### src/rtl/ats21_pkg.sv
// rtl/ats21_pkg.sv - shared ATS21 command front end types and field decode
package ats21_pkg;

  localparam int INSTR_W = 32;

  typedef enum logic [2:0] {
    OP_NOP      = 3'b000,
    OP_SET_CLK  = 3'b001,
    OP_EN_CLK   = 3'b010,
    OP_SET_MODE = 3'b011,
    OP_RSVD     = 3'b100,
    OP_SET_ALM  = 3'b101,
    OP_SET_TMR  = 3'b110,
    OP_EN_ALM   = 3'b111
  } opcode_e;

  typedef enum logic {
    CLIENT_A = 1'b0,
    CLIENT_B = 1'b1
  } client_e;

  typedef struct packed {
    client_e     client;
    opcode_e     op;
    logic [4:0]  id;
    logic [3:0]  clk;
    logic        flag;
    logic [1:0]  rate;
    logic [15:0] value;
  } ats21_cmd_t;

  typedef struct packed {
    logic       active;
    logic [1:0] allow_tmr;
    logic [1:0] allow_clk;
  } mode_t;

  localparam mode_t MODE_RESET = '{active: 1'b1, allow_tmr: 2'b11, allow_clk: 2'b11};

  // Splits a {hi,lo} instruction into command fields; fields an opcode does not use stay zero.
  function automatic ats21_cmd_t decode_instr(client_e c, logic [INSTR_W-1:0] instr);
    ats21_cmd_t d;
    logic [15:0] hi;
    hi       = instr[31:16];
    d        = '0;
    d.client = c;
    d.op     = opcode_e'(hi[15:13]);
    d.value  = instr[15:0];
    case (d.op)
      OP_SET_CLK: begin
        d.id   = {1'b0, hi[12:9]};
        d.rate = hi[7:6];
      end
      OP_EN_CLK: begin
        d.id   = {1'b0, hi[12:9]};
        d.flag = hi[7];
      end
      OP_SET_ALM, OP_EN_ALM: begin
        d.id   = hi[12:8];
        d.clk  = hi[3:0];
        d.flag = hi[7];
      end
      OP_SET_TMR: begin
        d.id  = hi[12:8];
        d.clk = hi[3:0];
      end
      default: ;
    endcase
    return d;
  endfunction

endpackage

### src/rtl/ats21_cmd_fifo.sv
// rtl/ats21_cmd_fifo.sv - per-client instruction FIFO, drops pushes when full unless popped
module ats21_cmd_fifo
  import ats21_pkg::*;
#(
  parameter int DEPTH = 4,
  parameter int WIDTH = INSTR_W
) (
  input  logic             clk,
  input  logic             reset,
  input  logic             push,
  input  logic [WIDTH-1:0] push_data,
  input  logic             pop,
  output logic [WIDTH-1:0] pop_data,
  output logic             full,
  output logic             empty
);

  localparam int PTR_W = $clog2(DEPTH);

  logic [WIDTH-1:0] mem [DEPTH];
  logic [PTR_W-1:0] wr_ptr;
  logic [PTR_W-1:0] rd_ptr;
  logic [PTR_W:0]   count;
  logic             do_push;
  logic             do_pop;

  assign empty    = (count == '0);
  assign full     = (count == (PTR_W+1)'(DEPTH));
  assign do_pop   = pop && !empty;
  assign do_push  = push && (!full || do_pop);
  assign pop_data = mem[rd_ptr];

  // Pointer and occupancy bookkeeping; a full FIFO still accepts a push when popped on the same edge.
  always_ff @(posedge clk) begin
    if (reset) begin
      wr_ptr <= '0;
      rd_ptr <= '0;
      count  <= '0;
    end else begin
      if (do_push) wr_ptr <= wr_ptr + 1'b1;
      if (do_pop)  rd_ptr <= rd_ptr + 1'b1;
      case ({do_push, do_pop})
        2'b10:   count <= count + 1'b1;
        2'b01:   count <= count - 1'b1;
        default: ;
      endcase
    end
  end

  // Storage array; contents are don't-care until written.
  always_ff @(posedge clk) begin
    if (do_push) mem[wr_ptr] <= push_data;
  end

endmodule

### src/rtl/ats21_cmd_frontend.sv
// rtl/ats21_cmd_frontend.sv - two-beat capture, per-client queues, mode check and round-robin issue
module ats21_cmd_frontend
  import ats21_pkg::*;
#(
  parameter int DEPTH = 4
) (
  input  logic        clk,
  input  logic        reset,
  input  logic        req,
  input  logic [15:0] ctrlA,
  input  logic [15:0] ctrlB,
  output logic        cmd_valid,
  input  logic        cmd_ready,
  output logic        cmd_client,
  output logic [2:0]  cmd_op,
  output logic [4:0]  cmd_id,
  output logic [3:0]  cmd_clk,
  output logic        cmd_flag,
  output logic [1:0]  cmd_rate,
  output logic [15:0] cmd_value,
  output logic        mode_active,
  output logic [1:0]  ovf,
  output logic [1:0]  reject,
  output logic        proto_err
);

  typedef enum logic [1:0] {CAP_IDLE, CAP_HI, CAP_LO} cap_state_e;

  cap_state_e   cap_state, cap_next;
  logic         cap_latch_hi, cap_push, proto_hit;
  logic [15:0]  hi_a, hi_b;
  logic         push_a, push_b, full_a, full_b, empty_a, empty_b;
  logic [31:0]  data_a, data_b, pop_instr;
  logic         slot_free, gnt_a, gnt_b, any_pop;
  client_e      rr, pop_client;
  ats21_cmd_t   dec, slot;
  mode_t        mode;
  logic         fwd, rej, mode_upd;

  // Capture state register.
  always_ff @(posedge clk) begin
    if (reset) cap_state <= CAP_IDLE;
    else       cap_state <= cap_next;
  end

  // Capture sequencing: req starts a hi/lo pair; req during the pair is flagged and otherwise ignored.
  always_comb begin
    cap_next     = cap_state;
    cap_latch_hi = 1'b0;
    cap_push     = 1'b0;
    proto_hit    = 1'b0;
    case (cap_state)
      CAP_IDLE: if (req) cap_next = CAP_HI;
      CAP_HI: begin
        cap_latch_hi = 1'b1;
        proto_hit    = req;
        cap_next     = CAP_LO;
      end
      CAP_LO: begin
        cap_push  = 1'b1;
        proto_hit = req;
        cap_next  = CAP_IDLE;
      end
      default: cap_next = CAP_IDLE;
    endcase
  end

  // Hold the hi halves until the lo halves arrive on the next edge.
  always_ff @(posedge clk) begin
    if (reset) begin
      hi_a <= '0;
      hi_b <= '0;
    end else if (cap_latch_hi) begin
      hi_a <= ctrlA;
      hi_b <= ctrlB;
    end
  end

  // A NOP opcode means the client had nothing to say this time.
  assign push_a = cap_push && (opcode_e'(hi_a[15:13]) != OP_NOP);
  assign push_b = cap_push && (opcode_e'(hi_b[15:13]) != OP_NOP);

  ats21_cmd_fifo #(.DEPTH(DEPTH)) u_fifo_a (
    .clk(clk), .reset(reset), .push(push_a), .push_data({hi_a, ctrlA}),
    .pop(gnt_a), .pop_data(data_a), .full(full_a), .empty(empty_a)
  );

  ats21_cmd_fifo #(.DEPTH(DEPTH)) u_fifo_b (
    .clk(clk), .reset(reset), .push(push_b), .push_data({hi_b, ctrlB}),
    .pop(gnt_b), .pop_data(data_b), .full(full_b), .empty(empty_b)
  );

  assign slot_free  = !cmd_valid || cmd_ready;
  assign gnt_a      = slot_free && !empty_a && (empty_b || rr == CLIENT_A);
  assign gnt_b      = slot_free && !empty_b && (empty_a || rr == CLIENT_B);
  assign any_pop    = gnt_a || gnt_b;
  assign pop_client = gnt_b ? CLIENT_B : CLIENT_A;
  assign pop_instr  = gnt_b ? data_b : data_a;
  assign dec        = decode_instr(pop_client, pop_instr);

  // Permission check on the popped instruction against the mode in force before this pop.
  always_comb begin
    fwd      = 1'b0;
    rej      = 1'b0;
    mode_upd = 1'b0;
    if (any_pop) begin
      case (dec.op)
        OP_SET_MODE:                     mode_upd = 1'b1;
        OP_SET_CLK, OP_EN_CLK:           if (mode.active && mode.allow_clk[pop_client]) fwd = 1'b1; else rej = 1'b1;
        OP_SET_ALM, OP_SET_TMR, OP_EN_ALM: if (mode.active && mode.allow_tmr[pop_client]) fwd = 1'b1; else rej = 1'b1;
        default:                         rej = 1'b1;
      endcase
    end
  end

  // Issue-side state: output slot, mode register, arbitration pointer and event pulses.
  always_ff @(posedge clk) begin
    if (reset) begin
      cmd_valid <= 1'b0;
      slot      <= '0;
      mode      <= MODE_RESET;
      rr        <= CLIENT_A;
      ovf       <= '0;
      reject    <= '0;
      proto_err <= 1'b0;
    end else begin
      ovf       <= {push_b && full_b && !gnt_b, push_a && full_a && !gnt_a};
      reject    <= {rej && (pop_client == CLIENT_B), rej && (pop_client == CLIENT_A)};
      proto_err <= proto_hit;
      if (mode_upd)
        mode <= '{active: pop_instr[28], allow_tmr: pop_instr[27:26], allow_clk: pop_instr[25:24]};
      if (slot_free && !empty_a && !empty_b)
        rr <= (rr == CLIENT_A) ? CLIENT_B : CLIENT_A;
      if (fwd) begin
        slot      <= dec;
        cmd_valid <= 1'b1;
      end else if (cmd_ready) begin
        cmd_valid <= 1'b0;
      end
    end
  end

  assign cmd_client  = slot.client;
  assign cmd_op      = slot.op;
  assign cmd_id      = slot.id;
  assign cmd_clk     = slot.clk;
  assign cmd_flag    = slot.flag;
  assign cmd_rate    = slot.rate;
  assign cmd_value   = slot.value;
  assign mode_active = mode.active;

endmodule

### config.mk
export PLATFORM = sky130hd
export DESIGN_NAME = ats21_cmd_frontend
export DESIGN_NICKNAME = d
export VERILOG_FILES = /design/src/rtl/ats21_pkg.sv /design/src/rtl/ats21_cmd_fifo.sv /design/src/rtl/ats21_cmd_frontend.sv
export SDC_FILE = /design/constraint.sdc
export NUM_CORES = 1
export LEC_CHECK = 0
export ABC_AREA = 1
export BUFFER_PORTS_ARGS = -buffer_cell sky130_fd_sc_hd__clkbuf_2
export CELL_PAD_IN_SITES_DETAIL_PLACEMENT = 1
export CELL_PAD_IN_SITES_GLOBAL_PLACEMENT = 2
export CORE_ASPECT_RATIO = 1.5
export CORE_MARGIN = 8
export CORE_UTILIZATION = 40
export CTS_BUF_LIST = sky130_fd_sc_hd__clkbuf_8
export CTS_CLUSTER_SIZE = 10
export DETAILED_ROUTE_END_ITERATION = 6
export GPL_TIMING_DRIVEN = 0
export PLACE_DENSITY = 0.86
export SETUP_SLACK_MARGIN = 0.02
export SLEW_MARGIN = 10
export SYNTH_ARGS = -nofsm -noshare
export SYNTH_HDL_FRONTEND = slang
export SYNTH_SLANG_ARGS = --single-unit
### constraint.sdc
create_clock -name clk -period 7 [get_ports clk]
set_input_delay 1.75 -clock clk [delete_from_list [all_inputs] [get_ports clk]]
set_output_delay 1.75 -clock clk [all_outputs]
set_load 0.03 [all_outputs]
==> flow_summary.yaml <==
run_status:
  run_status: "completed"
clocking:
  clock_latency_ns: 0.59
  clock_tree_from_tritoncts: "yes"
  hold_buffers: 0
  cts_buffers: 49
  tritoncts_num_sinks: 332
  cts_repair_resize_count: 0
  cts.reportedPaths.clkPinSlew_ns: 0.06
  clock_tree_buffer_depth: 3
  clock-root-buffer: "sky130_fd_sc_hd__clkbuf_8"
  cts-htree-levels: 2
  number_of_buffers_added_for_setup_after_cts: 0
yosys:
  synth.largest_area_cell: "sky130_fd_sc_hd__edfxtp_1"
  synth.top_cell.area_share_pct: 54.6
  synth.distinct_cells: 32
  synth_edf_count: 240
  ys_top_cells_by_area: "sky130_fd_sc_hd__edfxtp_1, sky130_fd_sc_hd__dfxtp_1, sky130_fd_sc_hd__nor2_1, sky130_fd_sc_hd__nand2_1, sky130_fd_sc_hd__o21ai_0"
  dominantRegCellSynth: "sky130_fd_sc_hd__edfxtp_1"
  synth.yosys.seq_area_share_pct: 68.6
  post_synth_instance_area_sq_mm: 0.0132
  yosysWarnings: 0
  synth.ff_latch_count: 332
  synth.avg_cell_area_sq_um: 10.7
  synthArstFlopShare_pct: 0
  post-synth-top-count-cell: "sky130_fd_sc_hd__nor2_1"
  synthesis.nets: 1290
  synth_cells: 1238
  most_common_library_cells_after_synthesis: "sky130_fd_sc_hd__nor2_1, sky130_fd_sc_hd__edfxtp_1, sky130_fd_sc_hd__nand2_1"
finish:
  layout-drive-gt1-share_pct: 14.2
  finalInstanceArea_sq_mm: 0.0154
  layout.nets: 1423
  flow.area_growth_from_synthesis_pct: 17.0
worst_setup_path:
  setup.worst_path.start_class: "input port"
  critical_path.startpoint: "cmd_ready"
  critPathMaxFanout: 9
  crit_family: "simple AND/OR/NAND/NOR gates"
  worstPathArrival_ns: 4.37
  crit-reg2reg-launch: "cmd_valid"
  timing.critical_path.cells: "clkbuf_2, nor2_1, inv_1, and3_1, clkbuf_1, nor2_1, nand2_1, nand2_1, ha_1, inv_1, fa_1, a21oi_1, o21ai_0, o21ai_0, a21oi_1"
  worstPathRequired_ns: 7.46
  critical_path.slowest_cell: "sky130_fd_sc_hd__nand2_1"
  criticalPathCategory: "in -> reg"
  cp.buffers_inverters: 4
  cp-end-kind: "register"
  cpPeakStageDelay_ns: 0.43
run:
  max-cap-violations: 0
global_routing:
  track_usage_pct: 18.7
  antenna_found_initial: 3
  grt_first_pass_wirelength_mm: 55.9
  via_count_of_the_first_global_routing_pass: 10100
  grt_overflow_total: 0
  largest_net_degree_at_the_start_of_global_routing: 25
route:
  viasPerCell: 5.10
  totalWireLength_mm: 36.4
  detailedRoute.firstIterationViolations: 425
  post-route-drc-count: 0
  routedWlPerCell_um: 19.9
  ant_nets: 0
  num_vias: 9340
  drt-pass1-iter-count: 5
timing:
  worst_clock_skew_ns: 0.0211
  worst_slew_pin_slew_ns: 0.820
  layout_setup_ws_ns: 3.09
  final.period_utilization_pct: 55.9
  whs_ns: 0.466
  fin_crit_ns: 3.91
  hold_viol: 0
  report.final.slew_viol_count: 0
  achievable-frequency_mhz: 256
  timing.max_slew.rel_slack_pct: 45.3
  tns_setup_ns: 0
  grt_setup_unrepaired: "false"
  final-setup-viol-count: 0
placed_design:
  postPlaceCellArea_sq_mm: 0.0143
  io_buffer_count: 74
  place_hpwl_mm: 26.6
  place.gp.congestion: 0.817
  detailedPlace.worstSlack_ns: 2.50
floorplan:
  die_height_um: 238
  core.rowCount: 81
  die-area_sq_mm: 0.0392
  floorplan.die.width_um: 164
  ioPinCount: 75
  core-area_sq_mm: 0.0325
  initial_utilization_pct: 40.6
power_and_ir_drop:
  power_per_cell_area_mw_per_mm2: 451
  power.ir.vdd_worst_mv: 0.162
  cellLeakagePower_uw: 0.00599
min_path:
  hold_path_startpoint: "cmd_rate[0]"
  hold_path.class: "reg -> reg"
[flip-flops by register name, summed over array words and instances (netlist names), 2 cells and up, named ones only]
signal	cells
reject	2
ovf	2
u_fifo_b.rd_ptr	2
cap_state	2
u_fifo_a.count	3
cmd_value	16
mode	4
u_fifo_b.wr_ptr	2
cmd_rate	2
u_fifo_a.rd_ptr	2
u_fifo_a.wr_ptr	2
u_fifo_a.mem	120
hi_b	14
cmd_clk	4
cmd_id	5
u_fifo_b.count	3
u_fifo_b.mem	120
hi_a	14
cmd_op	3
[stage by stage]
stage / instances / total power, uW / util [%]
global route: 1830 / 7440 / 47.5
floorplan: 1238 / 4350 / -
detailed placement: 1735 / 5310 / 44.1
CTS: 1827 / 7040 / 47.4
global placement: 1727 / 5210 / 43.3
finish: 1830 / 6960 / 47.5
[routing by layer]
metal	routed length [um]	GRT usage [%]	share of wire, %
met2	19700	34.7	54
met5	0	0	0
met3	1520	2.97	4.2
met4	1340	8.81	3.7
met1	13800	20.1	38
[cell usage in the layout, fill, tap and decap left out, types with 14 or more instances in the layout]
master | netlist | layout
sky130_fd_sc_hd__a21oi_1 | 27 | 27
sky130_fd_sc_hd__clkbuf_1 | 44 | 44
sky130_fd_sc_hd__clkbuf_2 | 0 | 74
sky130_fd_sc_hd__clkbuf_8 | 0 | 56
sky130_fd_sc_hd__dfxtp_1 | 92 | 92
sky130_fd_sc_hd__edfxtp_1 | 240 | 240
sky130_fd_sc_hd__ha_1 | 14 | 14
sky130_fd_sc_hd__inv_1 | 65 | 80
sky130_fd_sc_hd__nand2_1 | 211 | 211
sky130_fd_sc_hd__nand3_1 | 34 | 34
sky130_fd_sc_hd__nor2_1 | 250 | 242
sky130_fd_sc_hd__o21ai_0 | 156 | 156
sky130_fd_sc_hd__o22ai_1 | 45 | 45
[worst min-delay path, delay by kind of cell (launching register included)]
| kind | cells | cell delay [ns] |
|---|---|---|
| DFF | 1 | 0.32 |
| and+or+nand+nor | 2 | 0.12 |
[report_power, final]
part	internal, uW	leakage (uW)	switching, uW
sequential	2320	0.00294	108
combinational	794	0.00244	2020
clock	962	0.000615	758
[final cells by class]
class	count	area (sq um)
timing repair buffer	82	568
sequential	332	9050
tap	415	519
inverter	72	275
clock buffer	56	771
buffer	65	303
fill	3614	17100
antenna	3	7.51
clock inverter	36	320
multi-input combinational	769	3630
[cell families (layout without fill, tap and decap cells)]
| kind of cell | Yosys count | in the layout | share of synthesized area (%) |
|---|---|---|---|
| AOI/OAI and AO/OA | 242 | 242 | 10.1 |
| adders and majority gates | 16 | 16 | 1.63 |
| buffers and inverters | 137 | 311 | 4.38 |
| DFF | 332 | 332 | 68.6 |
| other | 0 | 3 | 0 |
| and+or+nand+nor | 511 | 511 | 15.3 |
[final timing paths]
kind                                     endpoint  slack (ns)  cells past startpoint
worst max-delay path            u_fifo_a.count[2]        3.09                     15
worst min-delay path                  cmd_rate[0]        0.47                      2
worst max register to register  u_fifo_a.count[2]        3.99                     15
worst min register to register        cmd_rate[0]        0.47                      2
Note: power is estimated with default switching activity, not from simulation.
